`src/rtl/m_instruction_fetch_unit.sv`:
```
// Instruction fetch unit: IDLE/FETCH/ISSUE/HALT sequencer driving imem and decoder.
// Optional macro FETCH_HALT_DETECT_EN: an issued 8'h00 parks the unit in HALT.
module m_instruction_fetch_unit #(
   parameter int                    P_PC_WIDTH = 8,
   parameter logic [P_PC_WIDTH-1:0] P_RESET_PC = '0
) (
   input  logic                  w_clock,
   input  logic                  w_reset_n,
   output logic                  w_imem_req,
   output logic [P_PC_WIDTH-1:0] w_imem_addr,
   input  logic [7:0]            w_imem_data,
   input  logic                  w_imem_valid,
   output logic [7:0]            w_bus_wordout,
   output logic                  w_instr_valid,
   input  logic                  w_jump_flag,
   input  logic [P_PC_WIDTH-1:0] w_jump_target,
   input  logic                  w_stall,
   output logic [P_PC_WIDTH-1:0] w_link_pc,
   output logic                  w_halted
);

   typedef enum logic [1:0] {
      S_IDLE,
      S_FETCH,
      S_ISSUE,
      S_HALT
   } state_t;

   localparam logic [P_PC_WIDTH-1:0] PC_ONE = 1;

   state_t                  state_q;
   logic [P_PC_WIDTH-1:0]   pc_q;
   logic [7:0]              word_q;
   logic                    req_q;
   logic                    ivalid_q;
   logic                    halt_hit;

`ifdef FETCH_HALT_DETECT_EN
   assign halt_hit = (word_q == 8'h00);
   assign w_halted = (state_q == S_HALT);
`else
   assign halt_hit = 1'b0;
   assign w_halted = 1'b0;
`endif

   assign w_imem_req    = req_q;
   assign w_imem_addr   = pc_q;
   assign w_bus_wordout = word_q;
   assign w_instr_valid = ivalid_q;
   assign w_link_pc     = pc_q + PC_ONE;

   always_ff @(posedge w_clock or negedge w_reset_n) begin
      if (!w_reset_n) begin
         state_q  <= S_IDLE;
         pc_q     <= P_RESET_PC;
         word_q   <= 8'h00;
         req_q    <= 1'b0;
         ivalid_q <= 1'b0;
      end else begin
         unique case (state_q)
            S_IDLE: begin
               state_q <= S_FETCH;
               req_q   <= 1'b1;
            end
            S_FETCH: begin
               if (w_imem_valid) begin
                  word_q   <= w_imem_data;
                  state_q  <= S_ISSUE;
                  req_q    <= 1'b0;
                  ivalid_q <= 1'b1;
               end
            end
            S_ISSUE: begin
               // A stall freezes everything, including jump handling.
               if (!w_stall) begin
                  ivalid_q <= 1'b0;
                  if (halt_hit) begin
                     state_q <= S_HALT;
                  end else begin
                     state_q <= S_FETCH;
                     req_q   <= 1'b1;
                     pc_q    <= w_jump_flag ? w_jump_target
                                            : pc_q + PC_ONE;
                  end
               end
            end
            S_HALT: begin
               state_q <= S_HALT;
            end
            default: begin
               state_q <= S_IDLE;
            end
         endcase
      end
   end

endmodule
```
`config.mk`:
```
export PLATFORM = sky130hd
export DESIGN_NAME = m_instruction_fetch_unit
export DESIGN_NICKNAME = d
export VERILOG_FILES = /design/src/rtl/m_instruction_fetch_unit.sv
export SDC_FILE = /design/constraint.sdc
export NUM_CORES = 1
export LEC_CHECK = 0
export BUFFER_PORTS_ARGS = -buffer_cell sky130_fd_sc_hd__buf_2
export CAP_MARGIN = 20
export CORE_MARGIN = 2
export CORE_UTILIZATION = 50
export CTS_BUF_LIST = sky130_fd_sc_hd__clkbuf_4
export DETAILED_ROUTE_END_ITERATION = 8
export GPL_TIMING_DRIVEN = 0
export PLACE_DENSITY = 0.84
export REMOVE_ABC_BUFFERS = 1
export SETUP_SLACK_MARGIN = 0.02
export SYNTH_ARGS = -nofsm -noshare
export SYNTH_HDL_FRONTEND = slang
export SYNTH_SLANG_ARGS = --single-unit
```
`constraint.sdc`:
```
create_clock -name w_clock -period 3.1 [get_ports w_clock]
set_input_delay 0.62 -clock w_clock [delete_from_list [all_inputs] [get_ports w_clock]]
set_output_delay 0.62 -clock w_clock [all_outputs]
set_load 0.01 [all_outputs]
```
# --- Yosys cells after proc, flatten, opt, wreduce, memory -nomap -nowiden ---
# Cells that the tools add are included.
totals:
  rom_bits: 0
  output_inout_bits: 27
  mem_count: 0
  ramBits: 0
  regBits: 20
  latchBits: 0
  inputBits: 21
op_classes:
  n_shift: 0
  addsub: 1
  bitwise: 1
  n_reduce_logical: 8
  order_cmp: 0
  mul: 0
  muxes: 10
  n_eq_ne: 5
  div_mod_pow: 0
op_table:
  columns: ["cell", "count"]
  rows:
  - ["$add A8 B1 Y8 const B", 1]
  - ["$mux W8", 1]
  - ["$pmux W2 S4", 1]
  - ["$reduce_and A2 Y1", 3]
  - ["$reduce_and A3 Y1", 2]
  - ["$eq A2 B2 Y1 const B", 2]
  - ["$mux W1", 4]
  - ["$mux W2", 2]
  - ["$ne A2 B2 Y1 const B", 2]
  - ["$pmux W1 S3", 1]
  - ["$reduce_bool A3 Y1", 1]
  - ["$eq A2 B1 Y1 const B", 1]
  - ["$logic_not A2 Y1", 1]
  - ["$pmux W1 S2", 1]
  - ["$reduce_bool A2 Y1", 1]
  - ["$not A1 Y1", 1]

# --- Longest topological paths before layout ---
logic_depth:
  ltp_word: 3
  ltp_mapped: 4

# --- Worst setup path after synthesis ---
# No wires, ideal clock.
synth_path:
  kind: "register to output"
  startpoint: "register pc_q[0], in the netlist w_imem_addr[0]"
  endpoint: "output port w_link_pc[4]"
  stages_incl_launch_ff: 4
  path_slack_ps: 1351
  path_buffers: 0
  arrival_time_ps: 1129
  path_cell_list: "dfrtp_1 -> ha_1 -> nand3_1 -> xnor2_1"
synth_via:
  elab_chain_cells: 1
synth_lines:
  columns: ["item", "line_no", "source"]
  rows:
  - ["start, declared", "32", "logic [P_PC_WIDTH-1:0] pc_q;"]
  - ["start signal, assigned", "82", "pc_q <= w_jump_flag ? w_jump_target"]
  - ["$add A8 B1 Y8", "50", "assign w_link_pc = pc_q + PC_ONE;"]
  - ["end, declared", "18", "output logic [P_PC_WIDTH-1:0] w_link_pc,"]
# Every way passes these cells.

# --- Final worst setup path ---
# Same ends and word-level chain as after synthesis.

==> results.md <==
* Synthesized area per cell at between 10 and 15 sq um
* Mapped Area at 0.00108 sq mm
* Reg clk slew, reported paths at approximately 120 ps
* Vias/cell at 5.29
* Main flop type after synthesis: dfrtp_1
* Core area at 0.00200 sq mm
* Max FO, Critical Path at 8
* Area Growth Syn to Fin at 22.6%
* Placed Cells at between 150 and 200
* Combinational cell fraction of total power at 39.6%
* DRC viols at 0
* Synth Instances at between 100 and 150
* Top-Level Pins at 48
* Slew Limit Fails at 0
* Max clock buf depth at 2
* CP Data Required Time at 2480 ps
* Post-CTS Setup Inserts at 0
* Share of cells above drive strength 1 at 40.9%
* DR vias at 931
* Clk_lat worst skew at 290 ps
* Post-DRT Antenna Nets at 0
* CTS Hold Bufs at 0
* Synth warn at 0
* R2R Path Start: state_q[0]$_DFFE_PN0P_
* GRT Total Usage at 20.3%
* Overall power at 921 uW
* Seq/Total Area, Yosys at 46.3%
* CTS tree: done
* Sequential power share at between 40% and 50%
* Net Sw Frac at between 30% and 40%
* Antenna violations before repair at 0
* Pleak at 0.000639 uW
* Crit path DAT at 1570 ps
* Post-synth ARST share at 100%
* GPL Wtd Cong at 0.787
* Placement row count at 16
* Hold Path Class: input port to async pin
* Setup tns final at 0 ps
* DRT iter0 DRCs at 10
* Netlist cell types at 34
* Crit. Startpoint: w_imem_addr[0]$_DFFE_PN0P_
* GR Overflow Total at 0
* Setup CP Type: flop to primary output
* Most frequent cells in the layout: buf_2 (46), dfrtp_1 (20), nand2_1 (12)
* RSZ-0062 raised after global routing: no
* Starting Density at a little over half
* Final Util at 66.1%
* Met2 Use GR at 36.6%
* CP max stage delay at 480 ps
* Worst Setup End Kind: primary output
* H-tree depth at 1
* R2r worst-path depth at 3
* Final WL at 2350 microns
* Final Cycle Share at 70.7%
* PortBufs at 46
* Num Clock Sinks at 20
* Die H at 50.5 microns
* Max Clk Rate at 456 MHz
* NetSw at 352 uW
* Max-cap violations at 0
* Vias in the first global route at 920
* First-pass GRT wire length at 3950 microns
* Internal power at 568 uW
* 1st-pass router iterations at 4
* Clock share of power at 13.7%
* Post-CTS resize count at 0
* Layer with the highest usage: met2
* Detailed Place HPWL at 1760 microns
* Final setup viols at 0
* Met3 GRT Util at around 4.5%
* Clock buffer count from CTS at 3
* Clock root buffer master: clkbuf_4
* Power per cell area at 695 mW/mm^2
* Status: finished, final reports clean
* Slowest CP cell: dfrtp_1
* RR Endpoint: w_imem_addr[5]$_DFFE_PN0P_
* Die Wd at 50.5 microns
* DIE AREA at 0.00255 sq mm
* Pin count of the biggest net entering global routing at 22
* Post-Layout Cell Count at about 180
* DR WL/cell at 13.4 microns
* Flop2flop setup slack at 1480 ps
* GR Layer Usage met1 at 24.7%
* Most common cell after layout, fill and taps aside: buf_2
* Chain of cells forming the critical path: ha_1 > nand3_1 > xnor2_1 > buf_2
* Setup crit start kind: flop
* Final Critical Period at 2190 ps
* Hold Vio Cnt, Final at 0
* Peak VDD IR at 432 uV
* Post-route clock skew at 4.65 ps
* Post-synth EDFFs at 0
* Nets at 172
* N_diodes at 0
* Yosys reg bits at 20
final cells by class:
class	instances	area [sq um]
clock buffers	3	22.5
clock inverters	1	3.75
fillers	176	678
inverters	4	15.0
multi-input cells	75	518
flip-flops and latches	20	500
well taps	27	33.8
repair buffers	46	230
critical path: cells and delay by family (launching register included):
kind / cells / cell delay [ps]
simple gates: 1 / 160
buf+inv: 1 / 140
flops: 1 / 480
fa+ha+maj: 1 / 350
xor+xnor: 1 / 140
power groups by stage:
stage               clock [uW]  sequential, uW  combinational (uW)
floorplan                    0             462                 156
global placement             0             424                 356
detailed placement           0             435                 368
CTS                        131             429                 370
global route               140             443                 410
finish                     126             429                 365
flip-flops by register name, indices dropped and copies added (netlist names):
name           flops
w_imem_addr        8
state_q            2
w_instr_valid      1
w_imem_req         1
w_bus_wordout      8
layer usage:
layer	share of wire (%)	wire (microns)
met2	48	1120
met5	0	0
met3	7.2	170
met4	0.38	9
met1	45	1050
how the worst max path moves through the flow:
| stage | to |
|---|---|
| floorplan | w_link_pc[4] |
| global placement | w_imem_addr[5]$_DFFE_PN0P_ |
| detailed placement | w_link_pc[4] |
| CTS | w_link_pc[4] |
| global route | w_link_pc[4] |
| finish | w_link_pc[4] |
logic make-up after synthesis:
group	Yosys count	share of synthesized area, %
buffers and inverters	10	5.68
other	1	0.347
multiplexers	12	12.3
AO/OA/AOI/OAI	21	12.1
XOR/XNOR	6	4.87
flip-flops	20	46.3
AND/OR/NAND/NOR	34	17.3
adder cells (fa/ha/maj)	1	1.16
synth_stat cells (2+ instances only):
master / number / share of area, %
nand2_1: 12 / 4.2
buf_6: 2 / 2.1
o31a_1: 2 / 1.6
xnor2_1: 5 / 4.1
a21oi_1: 3 / 1.4
buf_4: 2 / 1.4
o21ai_0: 9 / 4.2
nand3_1: 4 / 1.9
o211ai_1: 2 / 1.4
nand3b_1: 2 / 1.4
dfrtp_1: 20 / 46
inv_1: 4 / 1.4
a31oi_1: 2 / 1.2
or3_1: 2 / 1.2
mux2i_1: 2 / 1.9
nor2_1: 5 / 1.7
mux2_2: 10 / 10
through the flow:
stage	area (sq um)	hold slack (ps)	setup WS [ps]
6_report	1320	251	907
3_3_place_gp	1300	457	1260
3_5_place_dp	1300	490	1240
4_1_cts	1320	261	900
5_1_grt	1320	263	775
2_1_floorplan	1030	324	1350
Power figures use the tool's default switching activity.
